<file path="src/rtl/stream_block_sorter.sv">
// rtl/stream_block_sorter.sv - collects blocks of up to BLK words and emits each block sorted
module stream_block_sorter #(
  parameter int DATA_W = 32,
  parameter int BLK    = 4,
  parameter int CNT_W  = $clog2(BLK + 1)
) (
  input  logic              clk,
  input  logic              rst_n,
  input  logic [DATA_W-1:0] in_data,
  input  logic              in_valid,
  input  logic              in_last,
  output logic              in_ready,
  input  logic              desc,
  output logic [DATA_W-1:0] out_data,
  output logic              out_valid,
  output logic              out_last,
  output logic              out_blk_end,
  input  logic              out_ready
);

  typedef enum logic {FILL, DRAIN} state_t;

  state_t            state, state_nx;
  logic [DATA_W-1:0] arr    [BLK];
  logic [DATA_W-1:0] arr_nx [BLK];
  logic [CNT_W-1:0]  cnt, len, rd;
  logic              dir, blk_last;
  logic [BLK-1:0]    ins;
  logic              dir_eff, in_fire, out_fire, rd_end, blk_close, drain_done;

  assign in_fire    = (state == FILL) && in_valid && in_ready;
  assign out_fire   = (state == DRAIN) && out_valid && out_ready;
  assign rd_end     = ((rd + CNT_W'(1)) == len);
  assign blk_close  = in_fire && (in_last || (cnt == CNT_W'(BLK - 1)));
  assign drain_done = out_fire && rd_end;
  // The first word of a block uses the live direction input; later words use the latched one.
  assign dir_eff    = (cnt == '0) ? desc : dir;

  // State register.
  always_ff @(posedge clk or negedge rst_n) begin
    if (!rst_n) begin
      state <= FILL;
    end else begin
      state <= state_nx;
    end
  end

  // Next state: fill until the block closes, drain until its last word is taken.
  always_comb begin
    state_nx = state;
    case (state)
      FILL:  if (blk_close)  state_nx = DRAIN;
      DRAIN: if (drain_done) state_nx = FILL;
    endcase
  end

  // Parallel insertion: ins[i] marks slots at or above the insert position, which is a
  // contiguous upper range because arr is kept sorted. Strict compares keep ties stable.
  always_comb begin
    ins = '0;
    for (int i = 0; i < BLK; i++) begin
      ins[i] = (CNT_W'(i) == cnt) ||
               ((CNT_W'(i) < cnt) && (dir_eff ? (in_data > arr[i]) : (in_data < arr[i])));
    end
    arr_nx[0] = ins[0] ? in_data : arr[0];
    for (int i = 1; i < BLK; i++) begin
      arr_nx[i] = !ins[i] ? arr[i] : (ins[i-1] ? arr[i-1] : in_data);
    end
  end

  // Block storage, counters and registered handshake flags.
  always_ff @(posedge clk or negedge rst_n) begin
    if (!rst_n) begin
      for (int i = 0; i < BLK; i++) arr[i] <= '0;
      cnt       <= '0;
      len       <= '0;
      rd        <= '0;
      dir       <= 1'b0;
      blk_last  <= 1'b0;
      in_ready  <= 1'b0;
      out_valid <= 1'b0;
    end else begin
      if (state == FILL) begin
        in_ready <= !blk_close;
        if (in_fire) begin
          for (int i = 0; i < BLK; i++) arr[i] <= arr_nx[i];
          cnt <= cnt + CNT_W'(1);
          if (cnt == '0) dir <= desc;
        end
        if (blk_close) begin
          len       <= cnt + CNT_W'(1);
          blk_last  <= in_last;
          rd        <= '0;
          out_valid <= 1'b1;
        end
      end else begin
        in_ready <= drain_done;
        if (out_fire) rd <= rd + CNT_W'(1);
        if (drain_done) begin
          cnt       <= '0;
          rd        <= '0;
          out_valid <= 1'b0;
        end
      end
    end
  end

  // Output word and block markers, decoded only from registered state.
  always_comb begin
    out_data = '0;
    for (int i = 0; i < BLK; i++) begin
      if (out_valid && (CNT_W'(i) == rd)) out_data = arr[i];
    end
    out_blk_end = out_valid && rd_end;
    out_last    = out_blk_end && blk_last;
  end

endmodule
</file>
<file path="config.mk">
export PLATFORM = sky130hd
export DESIGN_NAME = stream_block_sorter
export DESIGN_NICKNAME = d
export VERILOG_FILES = /design/src/rtl/stream_block_sorter.sv
export SDC_FILE = /design/constraint.sdc
export NUM_CORES = 1
export LEC_CHECK = 0
export BUFFER_PORTS_ARGS = -buffer_cell sky130_fd_sc_hd__clkbuf_2
export CORE_ASPECT_RATIO = 1.2
export CORE_MARGIN = 5
export CORE_UTILIZATION = 52
export CTS_CLUSTER_DIAMETER = 120
export DETAILED_ROUTE_END_ITERATION = 10
export GPL_TIMING_DRIVEN = 1
export PLACE_DENSITY = 0.7
export SETUP_SLACK_MARGIN = 0.5
export SLEW_MARGIN = 40
export SYNTH_ARGS = -nofsm -noshare
export SYNTH_HDL_FRONTEND = slang
export SYNTH_SLANG_ARGS = --single-unit
</file>
<file path="constraint.sdc">
create_clock -name clk -period 3.95 [get_ports clk]
set_input_delay 0.1975 -clock clk [delete_from_list [all_inputs] [get_ports clk]]
set_output_delay 0.1975 -clock clk [all_outputs]
set_load 0.02 [all_outputs]
</file>
==> flow_summary.yaml <==
setup_path:
  r2r_setup_slack_ps: 660
  reg2reg_from: "cnt[0]$_DFFE_PN0P_"
  arrival_ps: 3640
  cp.required_ps: 4300
  cp_max_fo: 10
  cp-end-kind: "register"
  crit_type: "reg -> reg"
  start_kind: "register"
  reg2reg_depth: 11
  worstReg2RegEnd: "arr[47]$_DFFE_PN0P_"
  crit_start: "cnt[0]$_DFFE_PN0P_"
yosys:
  synth_cell_types: 54
  synthCells: 1200
  synth_edf_count: 0
  synth_flop_cell: "dfrtp_1"
  syn_nets: 1374
  syn_area_per_cell_um2: 9.04
  synth_area_um2: 10900
  synth_warnings: 0
  ys_async_sr_fraction_pct: 100
  synth-seq-area-share_pct: 32.7
  synth_seq_cells: 142
sta:
  fin_crit_ps: 3290
  tightest_slew_ps: 817
  slew_violations: 0
  rsz0062_at_grt: "false"
  slew_headroom_pct: 45.2
  finalSetupViolCount: 0
  finalHoldViolCount: 0
  skew_ps: 9.69
  fin_setup_tns_ps: 0
  final.setup.worst_slack_ps: 656
  timing.final.crit_share_pct: 83.4
  max_freq_mhz: 304
floorplanning:
  core_area_um2: 20800
  pin_count: 74
  rows: 58
  start_util_pct: 52.3
  die-area_um2: 23900
  die_h_um: 168
  die_w_um: 142
pwr:
  p_per_area_nw_per_um2: 899
  internal-power_uw: 5840
  clkPwrFrac_pct: 15.8
  power_frac_seq_pct: 25.5
  swShare_pct: 47.3
  finalPower_uw: 11100
  p_sw_uw: 5240
  power_leakage_uw: 0.00613
  peakVddDrop_mv: 0.500
  combinationalPowerShare_pct: 58.7
final_layout:
  fin_nets: 1440
  final_core_util_pct: 59.3
  antenna_cells: 0
  fillers: 1875
  final_common_cell: "dfrtp_1"
  final_cell_mix: "dfrtp_1 (142), ha_1 (136), inv_1 (135), mux2i_1 (125), a21oi_1 (84)"
  drive_above_1_share_pct: 14.9
  area_growth_pct: 13.5
drt:
  routed_wl_mm: 30.8
  ant_nets: 0
  drt_iter0_drc: 627
  drc: 0
  avgRoutedWirePerCell_um: 19.9
  num_vias: 9384
  firstDrtPassIters: 5
  viasPerCell: 6.06
placement:
  gp_congestion: 0.900
  hpwl_mm: 22.1
  place_ws_ps: 411
  port_buffers: 73
run_status:
  outcome: "completed"
clock_tree:
  numCtsBuffers: 17
  clock-sinks: 142
  clock_latency_ps: 430
  clockBufferDepth: 2
  clk_pin_slew_worst_paths_ps: 60
  ctsHtreeMaxLevel: 4
  cts_tree: "built"
  clk_root_buffer_cell: "clkbuf_16"
job:
  drv_cap: 0
worst_hold_path:
  holdPathEnd: "blk_last$_DFFE_PN0P_"
  min_path_type: "in -> reg"
  worstHoldStart: "in_last"
  holdPathStages: 3
global_routing:
  grt_pass1_vias: 9478
  grt_pass1_wl_mm: 49.5
  grtUsageTotal_pct: 26.1
  antenna_found_initial: 0
  grt_max_degree: 96
  gr-total-overflow: 0
cells in the mapped netlist (2+ instances only):
library cell | n | area [um2]
buf_2 | 12 | 60.1
xor2_1 | 2 | 17.5
ha_1 | 136 | 1700
mux2i_1 | 125 | 1250
a21oi_1 | 85 | 425
nand3_1 | 16 | 80.1
a221o_1 | 2 | 20.0
buf_4 | 6 | 45.0
nand2_1 | 78 | 293
o31a_1 | 3 | 26.3
nor4bb_1 | 2 | 20.0
inv_1 | 135 | 507
nand2b_1 | 4 | 25.0
o221ai_1 | 2 | 17.5
mux2_2 | 35 | 394
a221oi_1 | 4 | 35.0
a21o_1 | 16 | 120
buf_6 | 4 | 45.0
clkbuf_1 | 31 | 116
dfrtp_1 | 142 | 3550
and4_1 | 2 | 17.5
or3_1 | 6 | 37.5
buf_1 | 5 | 18.8
or4_1 | 3 | 22.5
or2_2 | 2 | 12.5
nor2b_1 | 6 | 37.5
nor3_1 | 7 | 35.0
clkbuf_2 | 3 | 15.0
a211oi_1 | 2 | 15.0
nand4_1 | 29 | 181
nor4_1 | 5 | 31.3
nor2_1 | 75 | 282
o21ai_0 | 80 | 400
o21ai_1 | 7 | 35.0
a22oi_1 | 34 | 255
and3_1 | 2 | 12.5
and2_1 | 3 | 18.8
xnor2_1 | 3 | 26.3
a31oi_1 | 36 | 225
o211ai_1 | 36 | 270
state kept, by name (all words and copies together), names as in the netlist:
| register | count |
|---|---|
| blk_last | 1 |
| out_valid | 1 |
| rd | 3 |
| len | 3 |
| arr | 128 |
| state | 1 |
| in_ready | 1 |
| cnt | 3 |
| dir | 1 |
worst max path at each step:
stage                          endpoint  slack [ps]  cells after the start
finish              arr[47]$_DFFE_PN0P_         660                     11
global route        arr[66]$_DFFE_PN0P_         530                     11
CTS                 arr[76]$_DFFE_PN0P_         660                     11
detailed placement  arr[36]$_DFFE_PN0P_         410                     11
global placement    arr[41]$_DFFE_PN0P_         500                     11
floorplan           arr[32]$_DFFE_PN0P_        1220                     11
layout make-up:
| class | count | area [um2] | share of cell area [%] |
|---|---|---|---|
| repair buffers | 107 | 698 | 5.67 |
| inverters | 135 | 507 | 4.11 |
| clock buffers | 18 | 439 | 3.57 |
| flip-flops and latches | 142 | 3550 | 28.9 |
| multi-input cells | 863 | 6590 | 53.5 |
| well taps | 270 | 338 | 2.74 |
| clock inverters | 14 | 191 | 1.55 |
what timing repair did:
item                       CTS  global route
setup buffers                1             2
hold buffers                 1             0
gates resized for setup      0             4
setup endpoints to repair   22            27
hold endpoints to repair    93             0
pin swaps                    1             2
cloned                       0             1
cells by family (layout without fill, tap and decap cells):
family	count (synthesis)	in the layout	share of synthesized area, %
compound gates	316	316	17.8
simple gates	243	243	10.4
buf+inv	196	274	7.44
mux	162	162	15.5
flops	142	142	32.7
fa+ha+maj	136	136	15.7
xor+xnor	5	6	0.404
critical path, stage by stage (launching register included):
cell and delay [ps]:
dfrtp_1 490, inv_1 130, ha_1 230, nor2b_1 160, mux2_2 430, nand4_1 240
nor4_1 370, a211o_1 270, o21ai_2 100, o21ai_4 260, buf_4 300, mux2i_1 230
routing by layer:
metal	up-vias	GRT usage, %	routed length, um
met4	0	10.5	1150
li1	4458	-	-
met2	345	44.6	15200
met5	-	0	0
met1	4510	32.9	12800
met3	71	4.06	1630
power by group through the flow:
stage          clock, uW  combinational, uW  sequential [uW]
6_report            1750               6500             2830
5_1_grt             1830               7190             2930
4_1_cts             1760               6430             2810
3_5_place_dp           0               6390             2830
3_3_place_gp           0               6220             2800
2_1_floorplan          0               4600             2630
per-stage QoR:
stage	instances	instance area (um2)	hold WS, ps
2_1_floorplan	1200	10900	-98.1
3_3_place_gp	1511	11600	370
3_5_place_dp	1511	11600	293
4_1_cts	1545	12200	20.0
5_1_grt	1549	12300	61.9
6_report	1549	12300	32.2
(Power assumes the default switching activity.)
